--- src/rtl/pipeline_pkg.sv ---
// Shared pipeline definitions.
// Fetch FSM encoding and fetch-stage defaults.
package pipeline_pkg;

  typedef enum logic [2:0] {
    FS_BOOT  = 3'd0,
    FS_REQ   = 3'd1,
    FS_WAIT  = 3'd2,
    FS_HOLD  = 3'd3,
    FS_DRAIN = 3'd4
  } fetch_state_e;

  localparam int unsigned INSTR_W_DEF  = 32;
  localparam int unsigned RESET_PC_DEF = 0;

endpackage

--- src/rtl/counter.sv ---
// Incrementer used by the fetch unit for pc+1.
// Wraps modulo 2^width with no carry out.
module counter #(
  parameter int unsigned width = 32
) (
  input  logic [width-1:0] val_i,
  output logic [width-1:0] inc_o
);

  assign inc_o = val_i + width'(1);

endmodule

--- src/rtl/pc_fetch_unit.sv ---
// IF stage: PC register, imem req/ready handshake,
// one-entry skid for stalls, and the IF/ID register.
module pc_fetch_unit
  import pipeline_pkg::*;
#(
  parameter int unsigned WIDTH    = 32,
  parameter int unsigned INSTR_W  = INSTR_W_DEF,
  parameter int unsigned RESET_PC = RESET_PC_DEF
) (
  input  logic               clk,
  input  logic               rst_n,
  input  logic               stall_i,
  input  logic               redirect_i,
  input  logic [WIDTH-1:0]   redirect_pc_i,
  output logic               imem_req_o,
  output logic [WIDTH-1:0]   imem_addr_o,
  input  logic               imem_ready_i,
  input  logic [INSTR_W-1:0] imem_rdata_i,
  output logic               if_valid_o,
  output logic [WIDTH-1:0]   if_pc_o,
  output logic [WIDTH-1:0]   if_pc_next_o,
  output logic [INSTR_W-1:0] if_instr_o
);

  localparam logic [WIDTH-1:0] RST_PC = WIDTH'(RESET_PC);

  fetch_state_e state_q, state_d;
  logic [WIDTH-1:0]   pc_q, pc_d, pc_inc;
  logic [WIDTH-1:0]   drain_addr_q, drain_addr_d;
  logic               skid_valid_q, skid_valid_d;
  logic [WIDTH-1:0]   skid_pc_q, skid_pc_d;
  logic [WIDTH-1:0]   skid_pcn_q, skid_pcn_d;
  logic [INSTR_W-1:0] skid_instr_q, skid_instr_d;
  logic               ifv_q, ifv_d;
  logic [WIDTH-1:0]   ifpc_q, ifpc_d;
  logic [WIDTH-1:0]   ifpcn_q, ifpcn_d;
  logic [INSTR_W-1:0] ifinstr_q, ifinstr_d;
  logic               req;

  counter #(.width(WIDTH)) u_inc (
    .val_i (pc_q),
    .inc_o (pc_inc)
  );

  assign req = (state_q == FS_REQ)
            || (state_q == FS_WAIT)
            || (state_q == FS_DRAIN);

  // The stale request after a redirect keeps its own address.
  assign imem_req_o  = req;
  assign imem_addr_o = !req ? '0
                     : (state_q == FS_DRAIN) ? drain_addr_q
                     : pc_q;

  assign if_valid_o   = ifv_q;
  assign if_pc_o      = ifpc_q;
  assign if_pc_next_o = ifpcn_q;
  assign if_instr_o   = ifinstr_q;

  always_comb begin
    state_d      = state_q;
    pc_d         = pc_q;
    drain_addr_d = drain_addr_q;
    skid_valid_d = skid_valid_q;
    skid_pc_d    = skid_pc_q;
    skid_pcn_d   = skid_pcn_q;
    skid_instr_d = skid_instr_q;
    ifv_d        = stall_i ? ifv_q : 1'b0;
    ifpc_d       = ifpc_q;
    ifpcn_d      = ifpcn_q;
    ifinstr_d    = ifinstr_q;

    if (redirect_i) begin
      pc_d         = redirect_pc_i;
      ifv_d        = 1'b0;
      skid_valid_d = 1'b0;
      unique case (state_q)
        FS_REQ, FS_WAIT, FS_DRAIN: begin
          if (imem_ready_i) begin
            state_d = FS_REQ;
          end else begin
            state_d = FS_DRAIN;
            if (state_q != FS_DRAIN) drain_addr_d = pc_q;
          end
        end
        default: state_d = FS_REQ;
      endcase
    end else begin
      unique case (state_q)
        FS_BOOT: state_d = FS_REQ;
        FS_REQ, FS_WAIT: begin
          if (imem_ready_i) begin
            pc_d = pc_inc;
            if (stall_i) begin
              skid_valid_d = 1'b1;
              skid_pc_d    = pc_q;
              skid_pcn_d   = pc_inc;
              skid_instr_d = imem_rdata_i;
              state_d      = FS_HOLD;
            end else begin
              ifv_d     = 1'b1;
              ifpc_d    = pc_q;
              ifpcn_d   = pc_inc;
              ifinstr_d = imem_rdata_i;
              state_d   = FS_REQ;
            end
          end else begin
            state_d = FS_WAIT;
          end
        end
        FS_HOLD: begin
          if (!stall_i) begin
            ifv_d        = skid_valid_q;
            ifpc_d       = skid_pc_q;
            ifpcn_d      = skid_pcn_q;
            ifinstr_d    = skid_instr_q;
            skid_valid_d = 1'b0;
            state_d      = FS_REQ;
          end
        end
        FS_DRAIN: if (imem_ready_i) state_d = FS_REQ;
        default: state_d = FS_BOOT;
      endcase
    end
  end

  always_ff @(posedge clk or negedge rst_n) begin
    if (!rst_n) begin
      state_q      <= FS_BOOT;
      pc_q         <= RST_PC;
      drain_addr_q <= '0;
      skid_valid_q <= 1'b0;
      skid_pc_q    <= '0;
      skid_pcn_q   <= '0;
      skid_instr_q <= '0;
      ifv_q        <= 1'b0;
      ifpc_q       <= '0;
      ifpcn_q      <= '0;
      ifinstr_q    <= '0;
    end else begin
      state_q      <= state_d;
      pc_q         <= pc_d;
      drain_addr_q <= drain_addr_d;
      skid_valid_q <= skid_valid_d;
      skid_pc_q    <= skid_pc_d;
      skid_pcn_q   <= skid_pcn_d;
      skid_instr_q <= skid_instr_d;
      ifv_q        <= ifv_d;
      ifpc_q       <= ifpc_d;
      ifpcn_q      <= ifpcn_d;
      ifinstr_q    <= ifinstr_d;
    end
  end

endmodule

--- config.mk ---
export PLATFORM = sky130hd
export DESIGN_NAME = pc_fetch_unit
export DESIGN_NICKNAME = d
export VERILOG_FILES = /design/src/rtl/pipeline_pkg.sv /design/src/rtl/counter.sv /design/src/rtl/pc_fetch_unit.sv
export SDC_FILE = /design/constraint.sdc
export NUM_CORES = 1
export LEC_CHECK = 0
export ABC_CLOCK_PERIOD_IN_PS = 2100
export CAP_MARGIN = 20
export CORE_MARGIN = 3
export CORE_UTILIZATION = 30
export CTS_BUF_LIST = sky130_fd_sc_hd__clkbuf_2 sky130_fd_sc_hd__clkbuf_4 sky130_fd_sc_hd__clkbuf_8
export DETAILED_ROUTE_END_ITERATION = 6
export GPL_TIMING_DRIVEN = 1
export PLACE_DENSITY = 0.59
export SETUP_SLACK_MARGIN = 0.2
export SLEW_MARGIN = 20
export SYNTH_ARGS = -nofsm -noshare
export SYNTH_HDL_FRONTEND = slang
export SYNTH_HIERARCHICAL = 1
export SYNTH_SLANG_ARGS = --single-unit
--- constraint.sdc ---
create_clock -name clk -period 2.1 [get_ports clk]
set_input_delay 0.315 -clock clk [delete_from_list [all_inputs] [get_ports clk]]
set_output_delay 0.315 -clock clk [all_outputs]
set_load 0.03 [all_outputs]
* Word level (Yosys, flattened, before mapping)
Cells that the tools add are included.
Word-level totals: word-level logic and storage cells 77, bits of input ports 69, output and inout bits 130, register bits after elaboration 261
Operators by class: reductions and logical operators 15, equality and inequality tests 12, bitwise logic cells 2, $add $sub $neg 1, multiplexer cells 36
Operators by type and width (number):
- 2-to-1 mux 32 bit | 14
- one-hot mux 32 bit (2 select lines) | 3
- adder 32 x 1 -> 32 bit (second input constant) | 1
- 2-to-1 mux 3 bit | 6
- inequality test 3 bit (second input constant) | 5
- one-hot mux 3 bit (4 select lines) | 1
- AND reduction 4 bit | 3
- 2-to-1 mux 1 bit | 9
- equality test 3 x 2 -> 1 bit (second input constant) | 2
- inequality test 2 bit (second input constant) | 3
- nonzero test 2 bit | 3
- AND reduction 5 bit | 1
- one-hot mux 1 bit (2 select lines) | 2
- AND reduction 2 bit | 2
- equality test 3 x 1 -> 1 bit (second input constant) | 1
- equality test 3 bit (second input constant) | 1
- logical NOT 3 bit | 1
- nonzero test 3 bit | 1
- OR reduction 3 bit | 1
- logical OR 1 bit | 2
- 2-to-1 mux 2 bit | 1
- inverter 1 bit | 2
- OR reduction 2 bit | 1

* Logic depth before layout (Yosys ltp)
word-level depth 5, gate-level depth with buffers 7, gate-level depth less buffers 7

* Hierarchy
Netlist, hierarchy kept.
Modules (own cells, without submodules):
- pc_fetch_unit | instances 1, area an instance 11813.8 sq um, sequential area each 6531.3 sq um, cells each 837
- counter | instances 1, area an instance 651.9 sq um, sequential area each 0.0 sq um, cells each 87

* Least setup slack after synthesis
No wires, ideal clock.
path type reg2reg, from register pc_q[8], to register ifpcn_q[26] (netlist: if_pc_next_o[26]), arrival time 1997 ps, clock period less this slack 2122 ps, cell stages (with the launch flop) 8, slack -22 ps, buffers on the path 1, required time 1975 ps, setup time 125 ps, cell sequence dfrtp_1 > nand4_1 > nor4_4 > buf_6 > nand4_1 > xnor2_1 > mux2_2 > mux2_2
On the way: word-level cells in the longest chain between the ends 4
RTL lines:
- start, declared | RTL line pc_fetch_unit.sv:28 | logic [WIDTH-1:0] pc_q, pc_d, pc_inc;
- start signal, assigned | RTL line pc_fetch_unit.sv:142 | pc_q <= pc_d;
- adder 32 x 1 -> 32 bit | RTL line counter.sv:10 | assign inc_o = val_i + width'(1);
- via pc_inc[26] | RTL line pc_fetch_unit.sv:28
- 2-to-1 mux 32 bit | RTL line pc_fetch_unit.sv:94 | if (stall_i) begin
- 2-to-1 mux 32 bit | RTL line pc_fetch_unit.sv:92 | if (imem_ready_i) begin
- one-hot mux 32 bit (2 select lines) | RTL line pc_fetch_unit.sv:89 | unique case (state_q)
- end signal, assigned | RTL line pc_fetch_unit.sv:150 | ifpcn_q <= ifpcn_d;
- end, declared | RTL line pc_fetch_unit.sv:36 | logic [WIDTH-1:0] ifpcn_q, ifpcn_d;
The timed path passes the listed nets, and every way through them passes these cells. The select of a mux whose other input is x is not followed. A chain may end at the register's enable or synchronous reset.

* Final worst setup path
from register state_q[2], to output imem_addr_o[20]
On the way: word-level cells in the longest chain between the ends 4, elaborated cells on any way between the ends 7, those cells by class 3 x eq/ne; 2 x mux; 2 x reduce/logical
RTL lines:
- start, declared | RTL line pc_fetch_unit.sv:27 | fetch_state_e state_q, state_d;
- start signal, assigned | RTL line pc_fetch_unit.sv:141 | state_q <= state_d;
- equality test 3 x 1 -> 1 bit or equality test 3 x 2 -> 1 bit (tied branches) | RTL line pc_fetch_unit.sv:45, pc_fetch_unit.sv:46
- logical OR 1 bit | RTL line pc_fetch_unit.sv:46 | || (state_q == FS_WAIT)
- logical OR 1 bit | RTL line pc_fetch_unit.sv:47 | || (state_q == FS_DRAIN);
- 2-to-1 mux 32 bit (*) | RTL line pc_fetch_unit.sv:51 | assign imem_addr_o = !req ? '0
- end, declared | RTL line pc_fetch_unit.sv:16 | output logic [WIDTH-1:0] imem_addr_o,
Mark *: on every way between the ends. The rest lies on a longest branch, timed or not.

==> results.sh <==
export IMPL_dp_cells=1680
export IMPL_fin_util_pct=47.41
export IMPL_skew_ps=27.35
export IMPL_synth_cell_type_count=46
export IMPL_power_leakage_nw=8.786
export IMPL_yosys_register_bits=261
export IMPL_grt_pass1_vias=9600
export IMPL_cap_violations=0
export IMPL_grtUsageTotal_pct=16.36
export IMPL_synth_area_leaders="dfrtp_1, mux2_2, mux2_1"
export IMPL_yosysWarnings=6
export IMPL_vias=9280
export IMPL_area_growth_pct=55.65
export IMPL_cts_root_buffer="clkbuf_8"
export IMPL_layout_drive_gt1_share_pct=51.76
export IMPL_synth_area_leader_cell="dfrtp_1"
export IMPL_core_um2=40920
export IMPL_fmax_ghz=0.4306
export IMPL_drc=0
export IMPL_worst_setup_path_start_kind="flop"
export IMPL_clkLatencyLatePin_ps=600
export IMPL_clkPwrFrac_pct=17.7
export IMPL_synth_edf_count=0
export IMPL_swShare_pct=37.20
export IMPL_cts_buffers=47
export IMPL_nNetsFinal=1337
export IMPL_rows=74
export IMPL_synth_top_area_share_pct=52.39
export IMPL_routed_via_density=5.052
export IMPL_die_w_um=209.8
export IMPL_internal_power_mw=18.23
export IMPL_layout_setup_ws_ps=-222.2
export IMPL_period_needed_ps=2322
export IMPL_path_clk_slew_ps=60
export IMPL_worst_pin_slew_ps=651.8
export IMPL_cts_buffer_depth=3
export IMPL_ff2ff_path_depth=8
export IMPL_max_slew_margin_rel_pct=56.55
export IMPL_synth_cells=924
export IMPL_clock_sinks=261
export IMPL_die_h_um=209.8
export IMPL_ios=199
export IMPL_antenna_found_initial=4
export IMPL_ys_flop_type="dfrtp_1"
export IMPL_drv_slew=0
export IMPL_cts_tree="yes"
export IMPL_wl_um=41210
export IMPL_stdcell_count=1837
export IMPL_min_path_cells=2
export IMPL_nFillCells=3659
export IMPL_seqPwrFrac_pct=30.0
export IMPL_syn_area_um2=12470
export IMPL_cts_max_level=2
export IMPL_layout_commonest_cell="dfrtp_1"
export IMPL_hp_class="in -> reg"
export IMPL_gp_congestion=0.8101
export IMPL_power_switching_mw=10.80
export IMPL_post_route_period_util_pct=110.6
export IMPL_cp_end_kind="primary output"
export IMPL_place_hpwl_um=23780
export IMPL_port_buffers=198
export IMPL_die_area_um2=44030
export IMPL_grt_first_pass_wirelength_um=56580
export IMPL_ir_drop_uv=792.9
export IMPL_status="finished, violations left"
export IMPL_rsz0062_at_grt="yes"
export IMPL_cp_max_fo=5
export IMPL_drt_iter0_drc=447
export IMPL_hold_viol_final=0
export IMPL_grt_max_degree=57
export IMPL_first_pass_iters=4
export IMPL_avgSynthCellArea_um2=13.49
export IMPL_ys_seq_area_share_pct=52.39
export IMPL_async_flop_share_pct=100.0
export IMPL_start_util_pct=30.46
export IMPL_finalSetupViolations=105
export IMPL_cellPowerDensity_nw_per_um2=1496
export IMPL_final_cell_mix="dfrtp_1, mux2_4, mux2_2"
export IMPL_overflow=0
export IMPL_synth_fp_nets=994
export IMPL_cp_arrival_ps=2010
export IMPL_ant_nets=0
export IMPL_crit_required_ps=1780
export IMPL_critPathKind="reg -> out"
export IMPL_violations="setup timing"
export IMPL_wire_per_inst_um=22.43
export IMPL_p_comb_share_pct=52.3
-- synth_stat cells, types with 2 or more instances --
library cell	n
and4_1	3
xor2_1	4
and2_1	4
nand3_1	9
mux2_2	277
a31oi_1	2
nor2b_1	2
o311ai_0	32
nor4_4	2
nor3_1	3
clkbuf_1	27
buf_4	11
nand4_1	14
buf_6	7
nand4b_1	32
mux2_1	43
a22o_1	32
dfrtp_1	261
nand2_1	40
and3_2	2
nor2_1	5
xnor2_1	27
buf_2	23
and3_1	6
inv_1	35
-- metal layers --
metal  GRT usage (%)  wire length [um]  vias up  share of wire (%)
met1           20.44             17580     4833                 43
met3           5.396              2907       77                7.1
met4           5.266              1010        6                2.5
li1                -                 -     4092                  -
met2           26.85             19680      272                 48
met5               0                38        -              0.092
-- layout make-up --
type,instances,area [um2],share of cell area (%)
diodes,1,2.502,0.01290
well taps,532,665.6,3.431
repair buffers,362,4287,22.09
flip-flops and latches,261,6539,33.70
inverters,35,131.4,0.6771
clock inverters,7,35.03,0.1806
clock buffers,79,987.2,5.088
multi-input cells,560,6755,34.82
-- worst paths after layout --
kind / start / slack [ps] / to
max: state_q[2] / -220 / imem_addr_o[20]
min: redirect_i / 80 / state_q[1]
max reg2reg: pc_q[5] / -180 / if_pc_next_o[21]
min reg2reg: skid_pcn_q[28] / 480 / skid_pcn_q[28]
max in group asynchronous: rst_n / 1140 / if_pc_o[1]
min in group asynchronous: rst_n / 240 / if_instr_o[7]
-- sequential cells by signal (all words and copies together) (netlist names) --
name,flops
pc_q,32
if_instr_o,32
if_pc_o,32
skid_pcn_q,32
if_pc_next_o,32
drain_addr_q,32
if_valid_o,1
skid_instr_q,32
skid_valid_q,1
skid_pc_q,32
state_q,3
-- power by group through the flow --
| stage | sequential, mW | combinational, mW | clock, mW |
|---|---|---|---|
| after floorplan | 10.2 | 5.28 | 0 |
| after global placement | 8.58 | 11.9 | 0 |
| after detailed placement | 8.66 | 12.1 | 0 |
| after global routing | 9.01 | 15.9 | 5.55 |
| after CTS | 8.62 | 13.1 | 5.30 |
| final | 8.72 | 15.2 | 5.14 |
-- logic make-up (layout without fill, tap and decap cells) --
kind of cell | count (synthesis) | after routing | share of synthesized area (%)
flops | 261 | 261 | 52.39
mux | 321 | 321 | 28.99
compound gates | 74 | 74 | 5.189
buf+inv | 104 | 483 | 4.196
fa+ha+maj | 1 | 1 | 0.1004
xor+xnor | 32 | 32 | 2.309
other cells | 0 | 1 | 0
simple gates | 131 | 132 | 6.825
-- worst max-delay path, cell delays in order (launching register included) --
cell       delay (ps)
dfrtp_1           420
buf_6             140
nor3b_4           150
buf_6             150
clkbuf_16         170
a22o_4            260
buf_12            140
-- timing repair --
action / in CTS / in global routing
cloned: 5 / 27
pin swaps: 17 / 32
resized for setup: 192 / 232
setup endpoints to repair: 234 / 341
buffers inserted: 20 / 17
hold buffers: 1 / 0
endpoints found under the hold margin: 44 / 0
-- per-stage QoR --
step / cell area [um2] / hold slack, ps / setup WS [ps] / total power, mW / TNS [ps]
after floorplan: 12510 / 19.41 / 57.55 / 15.51 / 0
after global routing: 19400 / 74.00 / -276.5 / 30.48 / -15390
final: 19400 / 80.61 / -222.2 / 29.02 / -11100
after global placement: 15790 / 275.7 / -252.6 / 20.53 / -20150
after detailed placement: 15790 / 267.7 / -268.7 / 20.78 / -21690
after CTS: 17660 / 35.22 / -234.2 / 26.98 / -6713
(Power assumes the default switching activity.)
